$ cat config.mk
export PLATFORM = sky130hd
export DESIGN_NAME = xillybus_lite_mailbox_flat
export DESIGN_NICKNAME = d
export VERILOG_FILES = /design/src/rtl/xillybus_lite_mailbox_pkg.sv /design/src/rtl/xillybus_lite_mailbox_if.sv /design/src/rtl/mailbox_sync_fifo.sv /design/src/rtl/xillybus_lite_mailbox.sv /design/src/flat_wrapper.sv
export SDC_FILE = /design/constraint.sdc
export NUM_CORES = 1
export LEC_CHECK = 0
export ABC_AREA = 1
export BUFFER_PORTS_ARGS = -buffer_cell sky130_fd_sc_hd__buf_4
export CELL_PAD_IN_SITES_DETAIL_PLACEMENT = 0
export CELL_PAD_IN_SITES_GLOBAL_PLACEMENT = 2
export CORE_ASPECT_RATIO = 0.6
export CORE_UTILIZATION = 30
export CTS_CLUSTER_DIAMETER = 80
export DETAILED_ROUTE_END_ITERATION = 12
export MAX_ROUTING_LAYER = met4
export PLACE_DENSITY = 0.63
export SYNTH_ARGS = -nofsm -noshare
export SYNTH_HDL_FRONTEND = slang
export SYNTH_HIERARCHICAL = 1
export SYNTH_SLANG_ARGS = --single-unit
$ cat constraint.sdc
create_clock -name bus_clk -period 3.3 [get_ports bus_clk]
set_clock_uncertainty 0.05 [all_clocks]
set_input_delay 0.165 -clock bus_clk [delete_from_list [all_inputs] [get_ports bus_clk]]
set_output_delay 0.165 -clock bus_clk [all_outputs]
set_load 0.02 [all_outputs]
$ cat src/rtl/xillybus_lite_mailbox_pkg.sv
// Shared constants for the Xillybus Lite mailbox: register map, bit positions, default ID.
package xillybus_lite_mailbox_pkg;

    localparam int unsigned DATA_W = 32;
    localparam logic [DATA_W-1:0] DEFAULT_ID_VALUE = 32'h4D42_0001;

    // Word offsets (user_addr[ADDR_W-1:2])
    localparam int unsigned REG_ID     = 0;
    localparam int unsigned REG_CTRL   = 1;
    localparam int unsigned REG_STATUS = 2;
    localparam int unsigned REG_H2F    = 3;
    localparam int unsigned REG_F2H    = 4;

    localparam int unsigned CTRL_IRQ_EN    = 0;
    localparam int unsigned CTRL_H2F_FLUSH = 1;
    localparam int unsigned CTRL_F2H_FLUSH = 2;

    localparam int unsigned ST_H2F_FULL    = 0;
    localparam int unsigned ST_H2F_EMPTY   = 1;
    localparam int unsigned ST_F2H_FULL    = 2;
    localparam int unsigned ST_F2H_EMPTY   = 3;
    localparam int unsigned ST_H2F_OVF     = 4;
    localparam int unsigned ST_F2H_UNF     = 5;
    localparam int unsigned ST_F2H_CNT_LSB = 8;
    localparam int unsigned ST_H2F_CNT_LSB = 16;
    localparam int unsigned ST_CNT_W       = 8;

endpackage

$ cat src/rtl/xillybus_lite_mailbox_if.sv
// Xillybus Lite user-port bus: host-side register access plus the host interrupt.
interface xillybus_lite_mailbox_if
    import xillybus_lite_mailbox_pkg::*;
#(
    parameter int unsigned ADDR_W = 5
);
    logic [ADDR_W-1:0] user_addr;
    logic              user_wren;
    logic [3:0]        user_wstrb;
    logic [DATA_W-1:0] user_wr_data;
    logic              user_rden;
    logic [DATA_W-1:0] user_rd_data;
    logic              user_irq;

    modport master (
        output user_addr, user_wren, user_wstrb, user_wr_data, user_rden,
        input  user_rd_data, user_irq
    );

    modport slave (
        input  user_addr, user_wren, user_wstrb, user_wr_data, user_rden,
        output user_rd_data, user_irq
    );
endinterface

$ cat src/rtl/mailbox_sync_fifo.sv
// Single-clock first-word-fall-through FIFO with flush; full/empty/count are registered.
module mailbox_sync_fifo #(
    parameter int unsigned DEPTH = 16,
    parameter int unsigned WIDTH = 32,
    parameter int unsigned CNT_W = $clog2(DEPTH) + 1
) (
    input  logic             clk,
    input  logic             rst_n,
    input  logic             push,
    input  logic             pop,
    input  logic             flush,
    input  logic [WIDTH-1:0] wr_data,
    output logic [WIDTH-1:0] head_c,
    output logic             full,
    output logic             empty,
    output logic [CNT_W-1:0] count
);
    localparam int unsigned PTR_W = $clog2(DEPTH);

    logic [WIDTH-1:0] mem [DEPTH];
    logic [PTR_W-1:0] wr_ptr;
    logic [PTR_W-1:0] rd_ptr;
    logic [CNT_W-1:0] count_nxt;
    logic             do_push;
    logic             do_pop;

    // Requests are qualified by the registered flags, so a push never bypasses a same-cycle pop.
    assign do_push = push & ~full;
    assign do_pop  = pop & ~empty;
    assign head_c  = mem[rd_ptr];

    always_comb begin
        count_nxt = count;
        case ({do_push, do_pop})
            2'b10:   count_nxt = count + CNT_W'(1);
            2'b01:   count_nxt = count - CNT_W'(1);
            default: count_nxt = count;
        endcase
    end

    always_ff @(posedge clk) begin
        if (!rst_n || flush) begin
            wr_ptr <= '0;
            rd_ptr <= '0;
            count  <= '0;
            full   <= 1'b0;
            empty  <= 1'b1;
        end else begin
            if (do_push) wr_ptr <= wr_ptr + PTR_W'(1);
            if (do_pop)  rd_ptr <= rd_ptr + PTR_W'(1);
            count <= count_nxt;
            full  <= (count_nxt == CNT_W'(DEPTH));
            empty <= (count_nxt == '0);
        end
    end

    always_ff @(posedge clk) begin
        if (do_push) mem[wr_ptr] <= wr_data;
    end

endmodule

$ cat src/rtl/xillybus_lite_mailbox.sv
// Register-mapped H2F/F2H mailbox on the Xillybus Lite user port with a level IRQ to the host.
module xillybus_lite_mailbox
    import xillybus_lite_mailbox_pkg::*;
#(
    parameter int unsigned       DEPTH    = 16,
    parameter int unsigned       ADDR_W   = 5,
    parameter logic [DATA_W-1:0] ID_VALUE = DEFAULT_ID_VALUE
) (
    input  logic                      bus_clk,
    input  logic                      bus_rst_n,
    xillybus_lite_mailbox_if.slave    lite,
    output logic [DATA_W-1:0]         h2f_data,
    output logic                      h2f_valid,
    input  logic                      h2f_ready,
    input  logic [DATA_W-1:0]         f2h_data,
    input  logic                      f2h_valid,
    output logic                      f2h_ready
);
    localparam int unsigned CNT_W = $clog2(DEPTH) + 1;
    localparam int unsigned OFF_W = ADDR_W - 2;

    logic [OFF_W-1:0]  word_off;
    logic              wr_ctrl;
    logic              wr_status;
    logic              h2f_push_req;
    logic              rd_f2h;
    logic              h2f_flush;
    logic              f2h_flush;
    logic              h2f_full;
    logic              h2f_empty;
    logic              f2h_full;
    logic              f2h_empty;
    logic [CNT_W-1:0]  h2f_count;
    logic [CNT_W-1:0]  f2h_count;
    logic [DATA_W-1:0] f2h_head;
    logic [DATA_W-1:0] status_c;
    logic [DATA_W-1:0] rd_mux_c;
    logic              irq_en;
    logic              h2f_ovf;
    logic              f2h_unf;
    logic [DATA_W-1:0] rd_data_q;
    logic              irq_q;
    logic              unused_addr_lsb;

    assign word_off        = lite.user_addr[ADDR_W-1:2];
    assign unused_addr_lsb = ^lite.user_addr[1:0];

    // Address decode of the write/read strobes
    assign wr_ctrl      = lite.user_wren & (word_off == OFF_W'(REG_CTRL)) & lite.user_wstrb[0];
    assign wr_status    = lite.user_wren & (word_off == OFF_W'(REG_STATUS)) & lite.user_wstrb[0];
    assign h2f_push_req = lite.user_wren & (word_off == OFF_W'(REG_H2F)) & (lite.user_wstrb == 4'hF);
    assign rd_f2h       = lite.user_rden & (word_off == OFF_W'(REG_F2H));
    assign h2f_flush    = wr_ctrl & lite.user_wr_data[CTRL_H2F_FLUSH];
    assign f2h_flush    = wr_ctrl & lite.user_wr_data[CTRL_F2H_FLUSH];

    mailbox_sync_fifo #(
        .DEPTH (DEPTH),
        .WIDTH (DATA_W),
        .CNT_W (CNT_W)
    ) u_h2f_fifo (
        .clk     (bus_clk),
        .rst_n   (bus_rst_n),
        .push    (h2f_push_req),
        .pop     (h2f_ready),
        .flush   (h2f_flush),
        .wr_data (lite.user_wr_data),
        .head_c  (h2f_data),
        .full    (h2f_full),
        .empty   (h2f_empty),
        .count   (h2f_count)
    );

    mailbox_sync_fifo #(
        .DEPTH (DEPTH),
        .WIDTH (DATA_W),
        .CNT_W (CNT_W)
    ) u_f2h_fifo (
        .clk     (bus_clk),
        .rst_n   (bus_rst_n),
        .push    (f2h_valid),
        .pop     (rd_f2h),
        .flush   (f2h_flush),
        .wr_data (f2h_data),
        .head_c  (f2h_head),
        .full    (f2h_full),
        .empty   (f2h_empty),
        .count   (f2h_count)
    );

    assign h2f_valid = ~h2f_empty;
    assign f2h_ready = ~f2h_full;

    // Counts wider than the 8-bit STATUS fields (DEPTH=256) are truncated there.
    always_comb begin
        status_c                               = '0;
        status_c[ST_H2F_FULL]                  = h2f_full;
        status_c[ST_H2F_EMPTY]                 = h2f_empty;
        status_c[ST_F2H_FULL]                  = f2h_full;
        status_c[ST_F2H_EMPTY]                 = f2h_empty;
        status_c[ST_H2F_OVF]                   = h2f_ovf;
        status_c[ST_F2H_UNF]                   = f2h_unf;
        status_c[ST_F2H_CNT_LSB +: ST_CNT_W]   = ST_CNT_W'(f2h_count);
        status_c[ST_H2F_CNT_LSB +: ST_CNT_W]   = ST_CNT_W'(h2f_count);
    end

    always_comb begin
        rd_mux_c = '0;
        case (word_off)
            OFF_W'(REG_ID):     rd_mux_c = ID_VALUE;
            OFF_W'(REG_CTRL):   rd_mux_c[CTRL_IRQ_EN] = irq_en;
            OFF_W'(REG_STATUS): rd_mux_c = status_c;
            OFF_W'(REG_F2H):    rd_mux_c = f2h_empty ? '0 : f2h_head;
            default:            rd_mux_c = '0;
        endcase
    end

    // Control, sticky flags (set wins over a same-cycle W1C), read data and IRQ
    always_ff @(posedge bus_clk) begin
        if (!bus_rst_n) begin
            irq_en    <= 1'b0;
            h2f_ovf   <= 1'b0;
            f2h_unf   <= 1'b0;
            rd_data_q <= '0;
            irq_q     <= 1'b0;
        end else begin
            if (wr_ctrl) irq_en <= lite.user_wr_data[CTRL_IRQ_EN];

            if (h2f_push_req && h2f_full)
                h2f_ovf <= 1'b1;
            else if (wr_status && lite.user_wr_data[ST_H2F_OVF])
                h2f_ovf <= 1'b0;

            if (rd_f2h && f2h_empty)
                f2h_unf <= 1'b1;
            else if (wr_status && lite.user_wr_data[ST_F2H_UNF])
                f2h_unf <= 1'b0;

            if (lite.user_rden) rd_data_q <= rd_mux_c;
            irq_q <= irq_en & ~f2h_empty;
        end
    end

    assign lite.user_rd_data = rd_data_q;
    assign lite.user_irq     = irq_q;

endmodule

$ cat src/flat_wrapper.sv
// flat-port wrapper written by rule: the top's interface ports become plain ports
module xillybus_lite_mailbox_flat import xillybus_lite_mailbox_pkg::*;
#(
    parameter int unsigned       DEPTH    = 16,
    parameter int unsigned       ADDR_W   = 5,
    parameter logic [DATA_W-1:0] ID_VALUE = DEFAULT_ID_VALUE
)
  (bus_clk, bus_rst_n, h2f_data, h2f_valid, h2f_ready, f2h_data, f2h_valid, f2h_ready, lite_user_addr, lite_user_wren, lite_user_wstrb, lite_user_wr_data, lite_user_rden, lite_user_rd_data, lite_user_irq);
  xillybus_lite_mailbox_if #(.ADDR_W(ADDR_W)) lite_i ();
  input  logic bus_clk;
  input  logic bus_rst_n;
  output logic [DATA_W-1:0] h2f_data;
  output logic h2f_valid;
  input  logic h2f_ready;
  input  logic [DATA_W-1:0] f2h_data;
  input  logic f2h_valid;
  output logic f2h_ready;
  input wire logic [$bits(lite_i.user_addr)-1:0] lite_user_addr;
  input wire logic [$bits(lite_i.user_wren)-1:0] lite_user_wren;
  input wire logic [$bits(lite_i.user_wstrb)-1:0] lite_user_wstrb;
  input wire logic [$bits(lite_i.user_wr_data)-1:0] lite_user_wr_data;
  input wire logic [$bits(lite_i.user_rden)-1:0] lite_user_rden;
  output wire logic [$bits(lite_i.user_rd_data)-1:0] lite_user_rd_data;
  output wire logic [$bits(lite_i.user_irq)-1:0] lite_user_irq;
  assign lite_i.user_addr = lite_user_addr;
  assign lite_i.user_wren = lite_user_wren;
  assign lite_i.user_wstrb = lite_user_wstrb;
  assign lite_i.user_wr_data = lite_user_wr_data;
  assign lite_i.user_rden = lite_user_rden;
  assign lite_user_rd_data = lite_i.user_rd_data;
  assign lite_user_irq = lite_i.user_irq;
  xillybus_lite_mailbox #(.DEPTH(DEPTH), .ADDR_W(ADDR_W), .ID_VALUE(ID_VALUE)) u_core (.bus_clk(bus_clk), .bus_rst_n(bus_rst_n), .lite(lite_i), .h2f_data(h2f_data), .h2f_valid(h2f_valid), .h2f_ready(h2f_ready), .f2h_data(f2h_data), .f2h_valid(f2h_valid), .f2h_ready(f2h_ready));
endmodule
==> results of run 1 <==
## flip-flops by register name, summed over array words and instances, names as in the netlist, 4 cells and up, named ones only
signal                    flops
u_core/u_f2h_fifo/mem       512
u_core/u_h2f_fifo/mem       512
u_core/lite.user_rd_data     32
u_core/u_f2h_fifo/count       5
u_core/u_h2f_fifo/count       5
u_core/u_f2h_fifo/rd_ptr      4
u_core/u_f2h_fifo/wr_ptr      4
u_core/u_h2f_fifo/rd_ptr      4
u_core/u_h2f_fifo/wr_ptr      4
## synthesized netlist by cell type
master    number
nor2_1        70
xor2_1         2
clkinv_1       4
o21ai_1      117
ha_1          14
o21bai_1       2
a31oi_1        5
a21oi_2        6
nand3_1      106
buf_8         11
o211ai_1     255
nor3_1         7
buf_6         20
nand2_1      224
buf_4         17
a21oi_1      298
buf_2         27
clkinv_2      43
nor4_1         1
buf_1         10
o211ai_2       1
mux2i_1      256
nand2_2        4
dfxtp_1       74
and3_1         2
nand2_4        2
clkbuf_1      99
edfxtp_1    1024
inv_2         12
nor2_8         1
nor2_2         1
buf_12        10
inv_1        268
nor2_4         2
o21ai_0      230
nand4_1        5
## layout make-up
| type | count | share of cell area [%] |
|---|---|---|
| Antenna cell | 1 | 0.00472 |
| Tap cell | 1998 | 4.72 |
| Sequential cell | 1098 | 60.9 |
| Multi-Input combinational cell | 1611 | 19.0 |
| Timing Repair Buffer | 340 | 6.19 |
| Clock inverter | 66 | 1.40 |
| Clock buffer | 138 | 5.41 |
| Inverter | 327 | 2.43 |
## layout by cell type (no fill, tap or decap), drive strengths merged
master / instances
inv: 285
nand3: 106
nor3: 7
buf: 259
ha: 14
edfxtp: 1024
clkinvlp: 10
clkbuf: 138
nor2: 74
nor4: 1
o21ai: 347
a31oi: 5
dlygate4sd3: 81
a21oi: 304
mux2i: 256
xor2: 2
dfxtp: 74
diode: 1
o211ai: 256
o21bai: 2
nand4: 5
nand2: 230
clkinv: 85
bufinv: 13
and3: 2
## through the flow
step | instances | instance area, um^2 | util, % | power (mW)
2_1_floorplan | 3230 | 44600 | - | 17.7
3_3_place_gp | 5293 | 48600 | 32.9 | 18.9
3_5_place_dp | 5293 | 48600 | 32.9 | 18.9
4_1_cts | 5579 | 53000 | 36.0 | 31.7
5_1_grt | 5579 | 53000 | 35.9 | 32.6
6_report | 5579 | 53000 | 35.9 | 31.3
## timing repair
item / CTS / global route
setup endpoints to repair: 0 / 3
hold buffers: 82 / 0
endpoints found under the hold margin: 1074 / 0
## power groups by stage
| stage | Clock [mW] | Sequential (mW) | Combinational [mW] |
|---|---|---|---|
| 3_5_place_dp | 0 | 15.7 | 3.19 |
| 4_1_cts | 13.0 | 15.4 | 3.29 |
| 3_3_place_gp | 0 | 15.7 | 3.20 |
| 2_1_floorplan | 0 | 15.7 | 2.03 |
| 6_report | 12.6 | 15.4 | 3.26 |
| 5_1_grt | 13.5 | 15.4 | 3.60 |
## metal layers
layer	share of wire [%]	up-vias	track usage, %	wire length [um]
li1	-	12480	-	-
met2	40	454	22.2	49700
met3	5.0	116	3.27	6130
met4	1.3	0	2.75	1550
met1	54	13216	26.5	66300
met5	0	-	-	0
## worst paths after layout
path | from | to | cells past startpoint
min reg2reg | u_core/lite.user_rd_data[9]$_SDFFE_PN0P_ | u_core/lite.user_rd_data[9]$_SDFFE_PN0P_ | 2
max | register | h2f_data[9] | 7
max reg2reg | register | u_core/lite.user_rd_data[27]$_SDFFE_PN0P_ | 10
min | lite_user_wstrb[1] | u_core/u_h2f_fifo/wr_ptr[1]$_SDFFE_PP0P_ | 7
## kinds of logic after synthesis
kind of cell | Yosys count | synth area share (%)
simple gates | 425 | 4.07
flops | 1098 | 72.3
fa+ha+maj | 14 | 0.393
xor+xnor | 2 | 0.0393
mux | 256 | 5.75
compound gates | 914 | 11.8
buf+inv | 521 | 5.70
## worst max-delay path, cell delays in order, from the launching register on
cell and delay, ns:
dfxtp_4 0.37, buf_12 0.58, a21oi_1 0.09, o21ai_0 0.13, o211ai_1 0.12, nand3_1 0.14, nand2_1 0.32, buf_4 0.29
==> qor.csv, run 1 <==
metric,value,unit
area grow syn2layout,18.8,%
Num CTS Buffers,108,
Yosys top cell area share,68.9,%
vias per inst,4.71,
post-CTS setup buffers,0,
number of global-route vias before repair,24789,
Leakage Power,17.3,nW
CP required,3.08,ns
Tot GR Track Use,16.9,%
Yosys Warn Count,6,
status,"finished, final reports clean",
Gate power share,10.4,%
library cells used by synthesis,36,
Post-route DRC,0,
Initial DRT Pass Iterations,7,
r2r setup slk,0.58,ns
sequential share of power,49.2,%
DR vias,26266,
Buffers on Ports,143,
Peak VDD IR,0.000450,V
syn avg cell area,13.8,um^2
Mapped Cells,3230,
fin nets,3579,
crit end category,output port,
Clock Path Buffers,3,
Crit Path Category,reg -> out,
sw frac,24.3,%
internal power,23.7,mW
number of instances resized during post-cts repair,0,
largest net degree at the start of global routing,129,
"Seq/Total Area, Yosys",72.3,%
Core Box Area,147000,um^2
normalized max-slew margin,42.1,%
Clk pwr share,40.4,%
first-pass GRT wire length,178000,um
root buffer cell,clkbuf_16,
Die X-Extent,500,um
"Max FO, Critical Path",128,
# fillers,14264,
grt ovf,0,
wire per inst,22.2,um
pre-CTS setup slack,0.615,ns
CTS tree,yes,
Reg area,32300,um^2
worst slew pin tran,0.864,ns
initial antenna violation count,4,
worst hold margin,0.222,ns
post-route setup slack,0.307,ns
hpwl dp,71900,um
Yosys reg bits,1098,
I/O pins,146,
clk sink count,1098,
Placement Rows,109,
total negative slack,0,ns
Pwr Density,591,nW/um^2
WP data arrival,2.78,ns
Syn Std Cell Area,44600,um^2
Post-DRT Antenna Nets,0,
"Clk Latency, worst-skew pair",0.74,ns
Hold Path Class,in -> reg,
layout cells sized above 1,14.9,%
Routed WL,124000,um
fmax,0.334,GHz
Tcrit/Tclk final,90.7,%
initial core utilization,30.3,%
# setup viols final,0,
area of the multi-input gates,10100,um^2
die area,150000,um^2
type of origin of the critical path,register,
leading area contributor after synthesis,edfxtp_1,
Syn Nets,3323,
Fin. Hold Viols,0,
1st-iter DRT viols,2142,
RSZ-0062 raised after global routing,no,
total of max-cap violations,0,
GPL Wtd Cong,0.740,
# H-tree levels,3,
Net Sw Power,7.60,mW
fin crit period,2.99,ns
Die Y,301,um
clock slew at reported path FFs,0.06,ns
synth top area cells,"edfxtp_1, mux2i_1, o211ai_1, a21oi_1, dfxtp_1",
Final Max Tran Viols,0,
(Power assumes the default switching activity.)
==> inputs of run 2 (changes only) <==
==> constraint.sdc (replaced) <==
create_clock -name bus_clk -period 3.3 [get_ports bus_clk]
set_clock_uncertainty 0.05 [all_clocks]
set_input_delay 0.33 -clock bus_clk [delete_from_list [all_inputs] [get_ports bus_clk]]
set_output_delay 0.33 -clock bus_clk [all_outputs]
set_load 0.02 [all_outputs]
==> qor.csv, run 2 (same netlist as run 1, synthesis figures left out) <==
metric,value,unit,change
status,"finished, final reports clean",,
Buffers on Ports,143,,unchanged
Crit Path Category,reg -> out,,
Num CTS Buffers,108,,unchanged
worst hold margin,0.107,ns,-0.115 ns
crit end category,output port,,
Die Y,301,um,unchanged
Fin. Hold Viols,0,,unchanged
# setup viols final,0,,unchanged
worst slew pin tran,0.851,ns,-0.0121 ns
post-route setup slack,0.175,ns,-0.132 ns
Placement Rows,109,,unchanged
Final Max Tran Viols,0,,unchanged
slowest CP cell,dfxtp_4,,
Critical Path Max Stage Delay,0.57,ns,about the same
Post-DRT Antenna Nets,0,,unchanged
Tcrit/Tclk final,94.7,%,+4.0 points
# fillers,14158,,-0.74%
normalized max-slew margin,43.2,%,+1.2 points
Routed WL,123000,um,-0.20%
Core Box Area,147000,um^2,unchanged
total negative slack,0,ns,unchanged
fin nets,3556,,-0.64%
vias per inst,4.72,,+0.30%
Clock Path Buffers,3,,unchanged
"CP delay by family, top",buffers and inverters,,
fin crit period,3.13,ns,+0.132 ns
Post-route DRC,0,,unchanged
layout cells sized above 1,14.4,%,-0.53 points
"Max FO, Critical Path",31,,-76%
Die X-Extent,500,um,unchanged
RSZ-0062 raised after global routing,no,,
Initial DRT Pass Iterations,5,,-2
hpwl dp,69700,um,-3.1%
"commonest non-fill, non-tap cell in the layout",edfxtp_1,,
wire per inst,22.2,um,+0.29%
DR vias,26216,,-0.19%
number of global-route vias before repair,24595,,-0.78%
area grow syn2layout,18.2,%,
grt ovf,0,,unchanged
Leakage Power,17.2,nW,-0.75%
total of max-cap violations,0,,unchanged
GPL Wtd Cong,0.778,,+5.1%
buffers and inverters on the worst path,2,,unchanged
pre-CTS setup slack,0.522,ns,-0.0931 ns
CP required,2.92,ns,-0.16 ns
most frequent cells in the layout,"edfxtp_1, a21oi_1, inv_1",,
CP cell instances,"buf_4, mux2i_1, o211ai_1, nand3_1, nand2_1, buf_4",,
Tot GR Track Use,16.8,%,-0.075 points
type of origin of the critical path,register,,
largest net degree at the start of global routing,80,,-38%
initial core utilization,30.3,%,unchanged
Hold Buf Count CTS,76,,-7.3%
clk sink count,1098,,unchanged
WP data arrival,2.75,ns,-0.03 ns
Pwr Density,584,nW/um^2,-1.1%
fmax,0.320,GHz,-4.2%
I/O pins,146,,unchanged
initial antenna violation count,2,,-2
die area,150000,um^2,unchanged
number of instances resized during post-cts repair,0,,unchanged
1st-iter DRT viols,2135,,-0.33%
Peak VDD IR,0.000414,V,-8.0%
post-CTS setup buffers,0,,unchanged
crit-path most repeated cell,buf_4,,
root buffer cell,clkbuf_16,,
"Clk Latency, worst-skew pair",0.74,ns,about the same
# H-tree levels,3,,unchanged
CTS tree,yes,,
clock slew at reported path FFs,0.06,ns,about the same
first-pass GRT wire length,178000,um,-0.39%
Hold Path Class,in -> reg,,
-- run 2: power by group --
group	internal [mW]	switching (mW)
clock network	6.83	5.38
logic	1.15	2.02
registers	15.3	0.103
-- run 2: final timing paths --
path                                             start                                         to  slack (ns)  cells past startpoint
min reg2reg  u_core/lite.user_rd_data[19]$_SDFFE_PN0P_  u_core/lite.user_rd_data[19]$_SDFFE_PN0P_        0.43                      2
min                                  lite_user_addr[3]  u_core/lite.user_rd_data[14]$_SDFFE_PN0P_        0.11                      6
max reg2reg                                   register  u_core/lite.user_rd_data[27]$_SDFFE_PN0P_        0.38                     11
max                                           register                               h2f_data[11]        0.17                      6
-- run 2: tightest hold or removal path, cell delays in order --
cell and delay [ns]:
buf_4 0.12, nor2_4 0.06, nand2_4 0.08, nor2_8 0.10, nand2_1 0.08, a21oi_1 0.05
-- run 2: through the flow --
| stage | power (mW) | instances | util [%] | instance area (um^2) |
|---|---|---|---|---|
| 2_1_floorplan | 17.7 | 3230 | - | 44600 |
| 3_3_place_gp | 18.8 | 5275 | 32.9 | 48500 |
| 3_5_place_dp | 18.8 | 5275 | 32.9 | 48500 |
| 4_1_cts | 31.2 | 5551 | 35.8 | 52700 |
| 5_1_grt | 32.0 | 5552 | 35.8 | 52700 |
| 6_report | 30.8 | 5552 | 35.8 | 52700 |
-- run 2: metal layers --
metal	track usage, %	part of all wire [%]
met3	2.59	4.3
met5	-	0
met1	26.3	53
met4	3.04	1.2
met2	22.6	41
-- run 2: cell type report --
type                       instances  area [um^2]  area share (%)
antenna                            1         2.50         0.00475
clock buffer                     132         2840            5.39
clock inverter                    68          623            1.18
inverter                         327         1290            2.44
multi-input combinational       1611        10100            19.1
sequential                      1098        32300            61.2
tap                             1998         2500            4.74
timing repair buffer             317         3160            5.99
